<file path="config.mk">
export PLATFORM = sky130hd
export DESIGN_NAME = d_sram_bridge
export DESIGN_NICKNAME = d
export VERILOG_FILES = /design/src/rtl/d_sram_bridge_pkg.sv /design/src/rtl/d_sram_bridge_addr_map.sv /design/src/rtl/d_sram_bridge.sv
export SDC_FILE = /design/constraint.sdc
export NUM_CORES = 1
export LEC_CHECK = 0
export BUFFER_PORTS_ARGS = -buffer_cell sky130_fd_sc_hd__buf_2
export CAP_MARGIN = 40
export CORE_MARGIN = 2
export CORE_UTILIZATION = 44
export CTS_BUF_LIST = sky130_fd_sc_hd__clkbuf_8
export CTS_CLUSTER_DIAMETER = 50
export DETAILED_ROUTE_END_ITERATION = 8
export PLACE_DENSITY = 0.82
export SLEW_MARGIN = 5
export SYNTH_ARGS = -nofsm -noshare
export SYNTH_HDL_FRONTEND = slang
export SYNTH_HIERARCHICAL = 1
export SYNTH_SLANG_ARGS = --single-unit
</file>
<file path="constraint.sdc">
create_clock -name clk -period 2.95 [get_ports clk]
set_clock_uncertainty 0.1 [all_clocks]
set_input_delay 0.295 -clock clk [delete_from_list [all_inputs] [get_ports clk]]
set_output_delay 0.295 -clock clk [all_outputs]
set_load 0.01 [all_outputs]
</file>
<file path="src/rtl/d_sram_bridge_pkg.sv">
// rtl/d_sram_bridge_pkg.sv - shared types and constants for the data-side SRAM bridge
// Contents: FSM state encoding, bus size codes, kseg mask, size normalisation helper.
package d_sram_bridge_pkg;

    typedef enum logic [1:0] {
        ST_IDLE = 2'd0,
        ST_REQ  = 2'd1,
        ST_WAIT = 2'd2,
        ST_DONE = 2'd3
    } state_t;

    localparam logic [1:0]  SIZE_BYTE = 2'd0;
    localparam logic [1:0]  SIZE_HALF = 2'd1;
    localparam logic [1:0]  SIZE_WORD = 2'd2;

    localparam logic [31:0] KSEG_MASK = 32'h1FFF_FFFF;

    // Code 3 is not a legal access size; it is presented to the bus as a word.
    function automatic logic [1:0] norm_size(input logic [1:0] s);
        return ((s == SIZE_BYTE) || (s == SIZE_HALF)) ? s : SIZE_WORD;
    endfunction

endpackage

</file>
<file path="src/rtl/d_sram_bridge_addr_map.sv">
// rtl/d_sram_bridge_addr_map.sv - fixed virtual-to-physical address map (kseg0/kseg1)
// Build option: D_SRAM_BRIDGE_ADDR_MAP_EN maps kseg0/kseg1 via KSEG_MASK; otherwise pass-through.
// Ports:
//   vaddr  in   ADDR_W  virtual address
//   paddr  out  ADDR_W  physical address
module d_sram_bridge_addr_map
    import d_sram_bridge_pkg::*;
#(
    parameter int ADDR_W = 32
) (
    input  logic [ADDR_W-1:0] vaddr,
    output logic [ADDR_W-1:0] paddr
);

`ifdef D_SRAM_BRIDGE_ADDR_MAP_EN
    localparam logic [ADDR_W-1:0] MASK = ADDR_W'(KSEG_MASK);

    // Top bits 100 (kseg0) or 101 (kseg1) both start with 10.
    always_comb begin
        if (vaddr[ADDR_W-1 -: 2] == 2'b10) begin
            paddr = vaddr & MASK;
        end else begin
            paddr = vaddr;
        end
    end
`else
    assign paddr = vaddr;
`endif

endmodule

</file>
<file path="src/rtl/d_sram_bridge.sv">
// rtl/d_sram_bridge.sv - MEM-stage to SRAM-like split-handshake data bus bridge
// Build option: D_SRAM_BRIDGE_ADDR_MAP_EN enables kseg0/kseg1 address mapping.
// Ports:
//   clk, rst                 clock, asynchronous active-high reset
//   mem_en/mem_we/mem_sel    MEM-stage access valid, store flag, byte strobes
//   mem_size/mem_addr        access size code, effective address
//   mem_wdata                lane-aligned store data
//   mem_cancel               MEM-stage exception/flush
//   longest_stall            pipeline held by another source
//   mem_rdata                load data to MEM stage
//   stallreq_from_mem        pipeline hold request
//   data_req/data_wr/...     bus request side (req, wr, size, addr, wdata, wstrb)
//   data_addr_ok/data_data_ok/data_rdata  bus response side
module d_sram_bridge
    import d_sram_bridge_pkg::*;
#(
    parameter int ADDR_W = 32,
    parameter int DATA_W = 32
) (
    input  logic                  clk,
    input  logic                  rst,
    input  logic                  mem_en,
    input  logic                  mem_we,
    input  logic [DATA_W/8-1:0]   mem_sel,
    input  logic [1:0]            mem_size,
    input  logic [ADDR_W-1:0]     mem_addr,
    input  logic [DATA_W-1:0]     mem_wdata,
    input  logic                  mem_cancel,
    input  logic                  longest_stall,
    output logic [DATA_W-1:0]     mem_rdata,
    output logic                  stallreq_from_mem,
    output logic                  data_req,
    output logic                  data_wr,
    output logic [1:0]            data_size,
    output logic [ADDR_W-1:0]     data_addr,
    output logic [DATA_W-1:0]     data_wdata,
    output logic [DATA_W/8-1:0]   data_wstrb,
    input  logic                  data_addr_ok,
    input  logic                  data_data_ok,
    input  logic [DATA_W-1:0]     data_rdata
);

    state_t                state_q;
    state_t                state_d;

    logic                  wr_q;
    logic [1:0]            size_q;
    logic [ADDR_W-1:0]     addr_q;
    logic [DATA_W-1:0]     wdata_q;
    logic [DATA_W/8-1:0]   wstrb_q;
    logic [DATA_W-1:0]     rdata_q;
    logic                  killed_q;

    logic [ADDR_W-1:0]     phys_addr;
    logic                  issue;
    logic                  complete;
    logic                  capture;
    logic                  in_flight;
    logic                  kill_now;

    d_sram_bridge_addr_map #(
        .ADDR_W (ADDR_W)
    ) u_addr_map (
        .vaddr (mem_addr),
        .paddr (phys_addr)
    );

    assign data_wr    = wr_q;
    assign data_size  = size_q;
    assign data_addr  = addr_q;
    assign data_wdata = wdata_q;
    assign data_wstrb = wstrb_q;

    assign in_flight = (state_q == ST_REQ) || (state_q == ST_WAIT);
    // A cancel arriving in the completion cycle itself must also discard the response.
    assign kill_now  = killed_q | mem_cancel;

    always_ff @(posedge clk or posedge rst) begin
        if (rst) begin
            state_q <= ST_IDLE;
        end else begin
            state_q <= state_d;
        end
    end

    always_comb begin
        state_d           = state_q;
        data_req          = 1'b0;
        stallreq_from_mem = 1'b0;
        issue             = 1'b0;
        complete          = 1'b0;
        capture           = 1'b0;
        mem_rdata         = rdata_q;

        case (state_q)
            ST_IDLE: begin
                issue             = mem_en & ~mem_cancel;
                stallreq_from_mem = issue;
                if (issue) begin
                    state_d = ST_REQ;
                end
            end
            ST_REQ: begin
                // Request stays up until accepted, even if the access was cancelled.
                data_req          = 1'b1;
                stallreq_from_mem = 1'b1;
                if (data_addr_ok) begin
                    if (data_data_ok) begin
                        complete = 1'b1;
                    end else begin
                        state_d = ST_WAIT;
                    end
                end
            end
            ST_WAIT: begin
                stallreq_from_mem = 1'b1;
                if (data_data_ok) begin
                    complete = 1'b1;
                end
            end
            ST_DONE: begin
                if (!longest_stall) begin
                    state_d = ST_IDLE;
                end
            end
            default: begin
                state_d = ST_IDLE;
            end
        endcase

        if (complete) begin
            // A dead transaction still holds a newly arrived access until the bus is free.
            stallreq_from_mem = killed_q & mem_en;
            capture           = ~kill_now;
            mem_rdata         = data_rdata;
            // DONE only parks a live result; a discarded one goes straight back to IDLE.
            state_d           = (capture && longest_stall) ? ST_DONE : ST_IDLE;
        end
    end

    always_ff @(posedge clk or posedge rst) begin
        if (rst) begin
            wr_q     <= 1'b0;
            size_q   <= SIZE_BYTE;
            addr_q   <= '0;
            wdata_q  <= '0;
            wstrb_q  <= '0;
            rdata_q  <= '0;
            killed_q <= 1'b0;
        end else begin
            if (issue) begin
                wr_q    <= mem_we;
                size_q  <= norm_size(mem_size);
                addr_q  <= phys_addr;
                wdata_q <= mem_wdata;
                wstrb_q <= mem_we ? mem_sel : '0;
            end
            if (capture) begin
                rdata_q <= data_rdata;
            end
            if (complete) begin
                killed_q <= 1'b0;
            end else if (in_flight && mem_cancel) begin
                killed_q <= 1'b1;
            end
        end
    end

endmodule

</file>
# == After elaboration in Yosys (flattened, before gate mapping) ==
# Cells that the tools add are included.
# op_classes
mux,20
shift,0
magnitude_cmp,0
div_mod_pow,0
n_addsub,0
n_reduce_logical,10
eq_ne,8
bitwise_logic,5
n_mul,0
# op_table
op,count
$mux W32,1
$mux W2,7
$ne A3 B3 Y1 const B,4
$mux W1,8
$pmux W2 S3,1
$reduce_and A5 Y1,1
$eq A2 B1 Y1 const B,2
$eq A2 B2 Y1 const B,2
$logic_not A2 Y1,2
$mux W4,1
$pmux W1 S2,2
$reduce_bool A4 Y1,1
$and A1 B1 Y1,2
$logic_and A1 B1 Y1,2
$logic_or A1 B1 Y1,2
$not A1 Y1,2
$reduce_bool A2 Y1,1
$reduce_or A2 Y1,1
$or A1 B1 Y1,1
# word_totals
elab_cells,51
ramBits,0
rom_bits,0
input_bits,110
register_bits,106
latchBits,0
mem_count,0
out_inout_bits,105

# == Longest topological paths before layout ==
# Gate-level depths: netlist (run 1).
# depth
ltp_word,5
mapped_depth,8
depth_no_buf,6

# == Hierarchy ==
# The synthesis (run 1) kept the hierarchy.
# modules_own_cells
module,instances,cells_each,seq_area_each_um2,area_each_um2
d_sram_bridge,1,364,2652.5,4521.8
d_sram_bridge_addr_map,1,32,0.0,240.2

# == Least setup slack after synthesis (run 1) ==
# OpenSTA, ideal clock, no wires.
# synth_timing
path_kind,reg-to-output
startpoint,register state_q[0]
endpoint,output mem_rdata[22]
arrival_ps,1589
t_required_ps,2555
path_buffers,1
setup_slack_ps,966
path_stages_with_launch,8
path_cell_list,dfrtp_1 -> inv_1 -> ha_1 -> nand2_1 -> nor2_1 -> clkbuf_1 -> nand2_1 -> nand2_1
# synth_via
elab_chain_len,3
elab_cells_between_ends,4
classes_between,2 x eq/ne; 2 x mux
# synth_rtl
element,line,text
from (decl),d_sram_bridge.sv:43,state_t state_q;
from (signal assigned),d_sram_bridge.sv:82,state_q <= state_d;
$eq A2 B2 Y1 or $eq A2 B1 Y1 (tied branches),d_sram_bridge.sv:95,case (state_q)
$pmux W1 S2 (*),d_sram_bridge.sv:95,
$mux W32 (*),d_sram_bridge.sv:131,if (complete) begin
to (decl),d_sram_bridge.sv:30,"output logic [DATA_W-1:0] mem_rdata,"
# Every way passes the cells marked *; elsewhere a longest branch is shown, timed or not.

# == Worst setup path after layout (run 1) ==
# layout_timing
startpoint,register state_q[0]
endpoint,output mem_rdata[26]
# Same word-level chain as after synthesis.

==> results.py, run 1 <==
metrics = {
    "critical_path": {
        "worstPathArrival_ns": 2.31,
        "cp-start-kind": "flop",
        "worstPathCellList": "inv_1, ha_1, nand2_1, or2_2, nand2_1, nand2_1, buf_2",
        "endpoint_kind": "primary output",
        "critPathMaxStageDelay_ns": 0.57,
        "crit_path_frequent_cell": "nand2_1",
        "cp_top_family": "simple AND/OR/NAND/NOR gates",
        "crit_path_max_fanout": 36,
        "cp_num_buf_inv": 2,
        "criticalPathCategory": "reg2out",
        "slowest_stage": "or2_2",
        "required_ns": 2.56,
    },
    "global_routing": {
        "grt_pass1_vias": 3346,
        "grt_max_degree": 71,
        "antenna_found_initial": 0,
        "grt_pass1_wl_um": 15500,
        "track_usage_pct": 17.0,
        "overflow": 0,
    },
    "sta": {
        "min_period_over_period_pct": 91.6,
        "tightest_slew_ns": 0.800,
        "final-setup-viol-count": 0,
        "slew_headroom_pct": 46.6,
        "setup_tns_ns": 0,
        "hold_viol": 0,
        "slew_viol_final": 0,
        "rsz0062_at_grt": "false",
        "max_clock_freq_mhz": 370,
        "holdWs_ns": 0.0569,
        "fin_crit_ns": 2.70,
    },
    "placement": {
        "placed_cell_area_um2": 5710,
        "dp_hpwl_um": 7580,
        "io_buffers": 214,
        "gp_congestion": 0.806,
    },
    "floorplan": {
        "die_area_um2": 11700,
        "dieWidth_um": 108,
        "initial_core_util_pct": 45.7,
        "coreArea_um2": 10400,
        "rows": 37,
        "ios": 215,
        "die_y_um": 108,
    },
    "routing": {
        "vias": 3369,
        "drc": 0,
        "viasPerCell": 4.71,
        "drt_iter0_drc": 138,
        "firstDrtPassIters": 4,
        "wl_per_cell_um": 14.2,
        "wirelength_um": 10200,
        "antenna_left": 0,
    },
    "clocking": {
        "clk_latency_ns": 0.35,
        "holdBufCountCts": 1,
        "clock-root-buffer": "clkbuf_8",
        "cts_resized": 0,
        "htree_levels": 3,
        "cts_buffers": 9,
        "path_clk_slew_ns": 0.10,
        "cts.sinks": 106,
        "cts_tree": "done",
        "post-cts-setup-buffer-count": 0,
        "clockBufferDepth": 2,
    },
    "layout": {
        "layout.cells.most_common": "buf_2",
        "drive_gt1_share_pct": 57.6,
        "fin_nets": 691,
        "final_area_um2": 5890,
        "n_antenna_cell": 0,
        "layout_common_cells": "buf_2, nand2_1, dfrtp_1, mux2_2, clkbuf_8",
        "n_fill_cell": 867,
        "area_growth_pct": 23.8,
    },
    "synth": {
        "synth_area_leaders": "dfrtp_1, mux2_2, nand2_1, buf_4, ha_1",
        "syn_area_per_cell_um2": 12.0,
        "yosysTopAreaCell": "dfrtp_1",
        "synthCells": 396,
        "ys_seq_area_share_pct": 55.7,
        "synth_fp_nets": 511,
        "ys_warn_count": 6,
        "syn-cell-area_um2": 4760,
        "synth_cell_types": 21,
        "synth_seq_cells": 106,
        "netlist.area_leader.share_pct": 55.7,
    },
    "power_and_ir_drop": {
        "p_total_uw": 5750,
        "p_seq_share_pct": 42.7,
        "p_int_uw": 3670,
        "clock_power_share_pct": 13.7,
        "ir_drop_mv": 0.538,
        "power.density_nw_per_um2": 975,
        "switchingPower_uw": 2070,
        "p_leak_uw": 0.00318,
        "netSwitchingFraction_pct": 36.1,
        "combPwrFrac_pct": 43.6,
    },
    "status": {
        "status": "finished, final reports clean",
    },
    "flow_run": {
        "maxCapViolCount": 0,
    },
    "min_path": {
        "hp-class": "in2reg",
    },
}
==> flip-flops by register name, indices dropped and copies added (netlist names) <==
register	cells
data_addr	32
data_wdata	32
rdata_q	32
data_wstrb	4
data_size	2
state_q	2
data_wr	1
killed_q	1
==> kinds of logic after synthesis <==
group                    share of synthesized area, %
AND/OR/NAND/NOR                                  9.96
AO/OA/AOI/OAI                                    1.68
flip-flops                                       55.7
multiplexers                                     23.6
buffers and inverters                            7.75
adder cells (fa/ha/maj)                          1.31
==> per-stage QoR <==
step                      cells  util [%]  setup slack (ns)
after global placement      700      54.9             0.730
after CTS                   716      56.6             0.243
final                       716      56.6             0.248
after global routing        716      56.6            0.0515
after detailed placement    700      54.9             0.660
after floorplan             396         -             0.966
==> final cells by class <==
| class | count | area [um2] | share of cell area, % |
|---|---|---|---|
| clock buffer | 10 | 138 | 2.33 |
| sequential | 106 | 2650 | 45.0 |
| timing repair buffer | 219 | 1140 | 19.3 |
| inverter | 5 | 22.5 | 0.382 |
| multi-input combinational | 235 | 1740 | 29.6 |
| clock inverter | 5 | 32.5 | 0.552 |
| tap | 136 | 170 | 2.89 |
==> synthesized netlist by cell type <==
| library cell | number |
|---|---|
| buf_6 | 4 |
| o21ai_0 | 8 |
| nand2_1 | 109 |
| mux2_1 | 2 |
| or2_2 | 1 |
| nand3b_4 | 1 |
| inv_1 | 5 |
| ha_1 | 5 |
| mux2i_1 | 2 |
| clkbuf_1 | 4 |
| nor4_4 | 1 |
| dfrtp_1 | 106 |
| mux2_2 | 96 |
| a31oi_1 | 1 |
| buf_4 | 32 |
| a21oi_2 | 1 |
| nand2b_1 | 1 |
| nor2_1 | 3 |
| a22oi_1 | 2 |
| buf_2 | 10 |
| a21oi_1 | 2 |
==> power by group through the flow <==
stage	logic [uW]	clock network [uW]	registers [uW]
finish	2510	789	2450
global route	2740	883	2520
CTS	2540	821	2460
detailed placement	2540	0	2470
global placement	2460	0	2430
floorplan	1310	0	2670
==> final timing paths <==
check / from / cells past startpoint / to / slack [ns]
setup / recovery: state_q[0] / 7 / mem_rdata[26] / 0.25
hold / removal: mem_addr[24] / 2 / data_addr[24] / 0.06
min in group asynchronous: rst / 3 / data_addr[11] / 0.53
max in group asynchronous: rst / 4 / data_wdata[31] / 1.41
hold reg to reg: data_wstrb[1] / 2 / data_wstrb[1] / 0.39
setup reg to reg: state_q[0] / 6 / rdata_q[25] / 0.74
==> routing by layer <==
metal  share of wire, %  global-route usage, %  wire, um  up-vias
met2                 51                   29.2      5160      134
met3                8.2                   5.97       840       14
li1                   -                      -         -     1638
met4                1.5                   6.32       157        0
met1                 40                   19.7      4030     1583
met5                  0                      0         0        -
Note: power is estimated with default switching activity, not from simulation.
==> inputs of run 2 (changes only) <==
- MAX_ROUTING_LAYER: unset -> met4
==> results.py, run 2 (same netlist as run 1, synthesis figures left out) <==
metrics = {
    "global_routing": {
        "track_usage_pct": 17.5,
        "grt_pass1_vias": 3348,
        "overflow": 0,
        "antenna_found_initial": 0,
        "grt_pass1_wl_um": 15600,
        "grt_max_degree": 71,
    },
    "routing": {
        "wirelength_um": 10300,
        "vias": 3377,
        "drt_iter0_drc": 156,
        "firstDrtPassIters": 4,
        "viasPerCell": 4.72,
        "antenna_left": 0,
        "wl_per_cell_um": 14.3,
        "drc": 0,
    },
    "sta": {
        "rsz0062_at_grt": "false",
        "fin_crit_ns": 2.70,
        "tightest_slew_ns": 0.804,
        "final_critical_path_setup_slack_ns": 0.255,
        "max_clock_freq_mhz": 371,
        "setup_tns_ns": 0,
        "final-setup-viol-count": 0,
        "slew_headroom_pct": 46.3,
        "slew_viol_final": 0,
        "hold_viol": 0,
        "min_period_over_period_pct": 91.4,
    },
    "critical_path": {
        "cp-start-kind": "flop",
        "crit_path_max_fanout": 36,
        "r2r-end": "rdata_q[25]",
        "crit_end": "mem_rdata[26]",
        "endpoint_kind": "primary output",
        "regToRegSetupSlack_ns": 0.74,
        "regToRegStartpoint": "state_q[0]",
        "required_ns": 2.56,
        "criticalPathCategory": "reg2out",
        "ff2ff_path_depth": 6,
        "worstPathArrival_ns": 2.30,
        "startpoint": "state_q[0]",
    },
    "floorplan": {
        "initial_core_util_pct": 45.7,
        "dieWidth_um": 108,
        "die_area_um2": 11700,
        "coreArea_um2": 10400,
        "die_y_um": 108,
        "rows": 37,
        "ios": 215,
    },
    "power_and_ir_drop": {
        "ir_drop_mv": 0.539,
        "p_leak_uw": 0.00318,
        "power.density_nw_per_um2": 976,
    },
    "layout": {
        "area_growth_pct": 23.8,
        "n_fill_cell": 867,
        "drive_gt1_share_pct": 57.6,
        "n_antenna_cell": 0,
        "layout_common_cells": "buf_2, nand2_1, dfrtp_1, mux2_2, clkbuf_8",
        "fin_nets": 691,
        "layout.cells.most_common": "buf_2",
    },
    "clocking": {
        "clk_latency_ns": 0.35,
        "cts.sinks": 106,
        "post-cts-setup-buffer-count": 0,
        "clockBufferDepth": 2,
        "cts_buffers": 9,
        "cts_tree": "done",
        "holdBufCountCts": 1,
        "cts_resized": 0,
        "clock-root-buffer": "clkbuf_8",
        "path_clk_slew_ns": 0.10,
        "htree_levels": 3,
    },
    "placement": {
        "gp_congestion": 0.817,
        "dp_hpwl_um": 7580,
        "io_buffers": 214,
        "place_ws_ns": 0.660,
    },
    "status": {
        "status": "finished, final reports clean",
    },
    "min_path": {
        "hp-class": "in2reg",
    },
    "flow_run": {
        "maxCapViolCount": 0,
    },
}
[run 2: cell counts in the layout (fill, tap and decap cells not counted)]
No cell type changed its count.
[run 2: where the power goes]
part	switching (uW)	internal, uW
Clock	467	323
Combinational	1270	1240
Sequential	343	2110
[run 2: cell type report]
cell class              instances  area (um2)  area share, %
flip-flops and latches        106        2650           45.0
multi-input cells             235        1740           29.6
repair buffers                219        1140           19.3
well taps                     136         170           2.89
clock buffers                  10         138           2.33
clock inverters                 5        32.5          0.552
inverters                       5        22.5          0.382
[run 2: worst min path at each step]
| stage | startpoint | end | slack, ns | cells after the start |
|---|---|---|---|---|
| after floorplan | data_rdata[13] | rdata_q[13] | 0.33 | 1 |
| after global placement | data_wstrb[3] | data_wstrb[3] | 0.36 | 2 |
| after detailed placement | data_wstrb[1] | data_wstrb[1] | 0.38 | 2 |
| after CTS | mem_addr[24] | data_addr[24] | 0.03 | 2 |
| after global routing | mem_addr[5] | data_addr[5] | 0.03 | 2 |
| final | mem_addr[24] | data_addr[24] | 0.06 | 2 |
[run 2: per-layer routing]
metal	vias to the layer above	part of all wire [%]	track usage, %
li1	1638	-	-
met1	1593	41	20.4
met2	133	51	29.4
met3	13	6.6	3.44
met4	0	1.9	8.24
met5	-	0	-
[run 2: worst max-delay path, stage by stage, from the launching register on]
cell	delay, ns
dfrtp_1	0.41
inv_1	0.10
ha_1	0.34
nand2_1	0.16
or2_2	0.57
nand2_1	0.14
nand2_1	0.09
buf_2	0.12
[run 2: per-stage QoR]
stage / area (um2) / utilization [%] / power (uW) / std cells / hold WS (ns)
global route: 5890 / 56.6 / 6140 / 716 / 0.0347
floorplan: 4770 / - / 3970 / 396 / 0.330
global placement: 5710 / 54.9 / 4890 / 700 / 0.360
finish: 5890 / 56.6 / 5750 / 716 / 0.0620
CTS: 5890 / 56.6 / 5820 / 716 / 0.0342
detailed placement: 5710 / 54.9 / 5010 / 700 / 0.378
==> inputs of run 3 (changes only) <==
- BUFFER_PORTS_ARGS: -buffer_cell sky130_fd_sc_hd__buf_2 -> unset
- CORE_UTILIZATION: 44 -> 50
- DONT_BUFFER_PORTS: unset -> 1
- PLACE_DENSITY: 0.82 -> 0.71
- SKIP_LAST_GASP: unset -> 1
==> results.py, run 3 <==
metrics = {
    "status": {
        "status": "did not finish",
        "haltStage": "clock tree synthesis (4_1_cts)",
        "firstError": "[ERROR RSZ-0060] Max buffer count reached.",
    },
    "clocking": {
        "post-cts-setup-buffer-count": 0,
        "clock-root-buffer": "clkbuf_8",
        "cts.sinks": 106,
        "clockBufferDepth": 2,
        "cts_resized": 0,
        "htree_levels": 3,
        "cts_buffers": 9,
        "holdBufCountCts": 101,
    },
    "synth": {
        "synth_most_common_cell": "nand2_1",
        "yosysTopAreaCell": "dfrtp_1",
        "async_flop_share_pct": 100,
        "ys_warn_count": 6,
        "synth-edff-count": 0,
        "synth_area_leaders": "dfrtp_1, mux2_2, nand2_1, buf_4, ha_1",
        "synthTopCellsByCount": "nand2_1, dfrtp_1, mux2_2",
        "synthCells": 396,
        "netlist.area_leader.share_pct": 55.7,
        "synth-main-ff-cell": "dfrtp_1",
        "synth_seq_cells": 106,
        "syn-cell-area_um2": 4760,
        "synth_cell_types": 21,
        "syn_area_per_cell_um2": 12.0,
        "synth_fp_nets": 511,
        "ys_seq_area_share_pct": 55.7,
    },
    "placement": {
        "place_ws_ns": 0.636,
        "io_buffers": 0,
        "gp_congestion": 0.766,
        "dp_hpwl_um": 6100,
    },
    "floorplan": {
        "rows": 35,
        "dieWidth_um": 102,
        "initial_core_util_pct": 51.5,
        "ios": 215,
        "die_y_um": 102,
    },
}
## run 3: cell counts after synthesis
No cell type changed its count.
## run 3: through the flow
stage                     instances  area, um2  hold WS [ns]  utilization (%)
after detailed placement        479       4630         0.283             50.2
after floorplan                 396       4770         0.330                -
after global placement          479       4630         0.274             50.2
## run 3: cell families after synthesis
group | share of synthesized area (%)
adder cells (fa/ha/maj) | 1.31
buffers and inverters | 7.75
multiplexers | 23.6
AND/OR/NAND/NOR | 9.96
AO/OA/AOI/OAI | 1.68
flip-flops | 55.7
==> inputs of run 4 (changes only) <==
- CORE_UTILIZATION: 50 -> 35
- CTS_BUF_LIST: sky130_fd_sc_hd__clkbuf_8 -> unset
- CTS_CLUSTER_DIAMETER: 50 -> unset
- MAX_ROUTING_LAYER: met4 -> unset
- PLACE_DENSITY: 0.71 -> unset
- PLACE_DENSITY_LB_ADDON: unset -> 0.15
- clock period: 2.95 -> 3.85 ns (I/O delays scaled with it)
==> results.py, run 4 (same netlist as run 1, synthesis figures left out) <==
metrics = {
    "flow_run": {
        "maxCapViolCount": 0,
    },
    "critical_path": {
        "crit_path_max_fanout": 36,
        "slowest_stage": "or2_2",
        "worstPathArrival_ns": 2.27,
        "regToRegSetupSlack_ns": 1.45,
        "endpoint_kind": "primary output",
        "criticalPathCategory": "reg2out",
        "cp_top_family": "simple AND/OR/NAND/NOR gates",
        "critPathMaxStageDelay_ns": 0.57,
        "worstPathCellList": "inv_1, ha_1, nand2_1, or2_2, o21ai_0",
        "cp-start-kind": "flop",
        "cp_num_buf_inv": 1,
        "required_ns": 3.37,
    },
    "routing": {
        "wl_per_cell_um": 17.0,
        "drt_iter0_drc": 93,
        "drc": 0,
        "vias": 2579,
        "antenna_left": 0,
        "viasPerCell": 4.74,
        "firstDrtPassIters": 4,
        "wirelength_um": 9250,
    },
    "floorplan": {
        "initial_core_util_pct": 36.0,
        "ios": 215,
        "die_area_um2": 14600,
        "coreArea_um2": 13200,
        "dieWidth_um": 121,
        "die_y_um": 121,
        "rows": 42,
    },
    "sta": {
        "min_period_over_period_pct": 71.6,
        "setup_tns_ns": 0,
        "slew_headroom_pct": 52.1,
        "max_clock_freq_mhz": 363,
        "final-setup-viol-count": 0,
        "tightest_slew_ns": 0.718,
        "slew_viol_final": 0,
        "rsz0062_at_grt": "false",
        "holdWs_ns": 0.0697,
        "hold_viol": 0,
        "fin_crit_ns": 2.76,
    },
    "layout": {
        "n_antenna_cell": 0,
        "drive_gt1_share_pct": 33.4,
        "finish.utilization_pct": 37.9,
        "layout_common_cells": "nand2_1, dfrtp_1, mux2_2, clkbuf_16, o21ai_0",
        "final_cells": 544,
        "layout.cells.most_common": "nand2_1",
        "fin_nets": 478,
        "area_growth_pct": 5.28,
    },
    "clocking": {
        "path_clk_slew_ns": 0.07,
        "cts_buffers": 9,
        "cts.sinks": 106,
        "post-cts-setup-buffer-count": 0,
        "cts_tree": "done",
        "htree_levels": 3,
        "clock-root-buffer": "clkbuf_16",
        "clockBufferDepth": 2,
        "clk_latency_ns": 0.34,
    },
    "global_routing": {
        "track_usage_pct": 12.9,
        "grt_max_degree": 54,
        "grt_pass1_vias": 2727,
        "overflow": 0,
        "grt_pass1_wl_um": 14400,
        "antenna_found_initial": 0,
    },
    "power_and_ir_drop": {
        "p_total_uw": 4230,
        "p_leak_uw": 0.00236,
        "power.density_nw_per_um2": 843,
        "ir_drop_mv": 0.369,
    },
    "min_path": {
        "hp-class": "in2reg",
    },
    "placement": {
        "dp_hpwl_um": 6890,
        "dp.cells": 527,
        "gp_congestion": 0.741,
        "io_buffers": 0,
    },
    "status": {
        "status": "finished, final reports clean",
    },
}
-- run 4: layout make-up --
type                       instances  area (um2)
multi-input combinational        235        1740
clock inverter                     6        90.1
inverter                           5        21.3
timing repair buffer               6        47.5
clock buffer                      10         239
fill                            1330        8230
sequential                       106        2650
tap                              176         220
-- run 4: metal layers --
metal | global-route usage [%] | part of all wire, %
met5 | 0 | 0
met2 | 19.7 | 47
met3 | 6.98 | 12
met1 | 15.5 | 40
met4 | 4.14 | 1.3
-- run 4: power breakdown --
group | internal (uW) | switching [uW] | leakage [uW]
Sequential | 1620 | 516 | 0.00131
Combinational | 542 | 562 | 0.000895
Clock | 588 | 396 | 0.000159
-- run 4: stage by stage --
stage	instance area (um2)	setup WS, ns
finish	5010	1.09
floorplan	4760	0.576
global route	5010	0.796
global placement	4670	1.47
detailed placement	4670	1.44
CTS	5010	1.05
-- run 4: worst register-to-register path, cell delays in order, from the launching register on --
cell and delay, ns:
dfrtp_1 0.40, inv_1 0.09, ha_1 0.32, nand2_1 0.12, nor4_4 0.42, buf_4 0.43
mux2_2 0.40
-- run 4: final timing paths --
| check | startpoint | to | depth (start not counted) |
|---|---|---|---|
| setup / recovery | state_q[0] | stallreq_from_mem | 5 |
| hold / removal | mem_we | data_wstrb[1] | 2 |
| setup reg to reg | state_q[0] | rdata_q[30] | 6 |
| hold reg to reg | rdata_q[13] | rdata_q[13] | 1 |
| max in group asynchronous | rst | data_addr[23] | 3 |
| min in group asynchronous | rst | data_wstrb[1] | 2 |
-- run 4: timing repair --
item / CTS / global route
gates resized for setup: 0 / 0
hold endpoints to repair: 47 / 0
hold buffers: 1 / 0
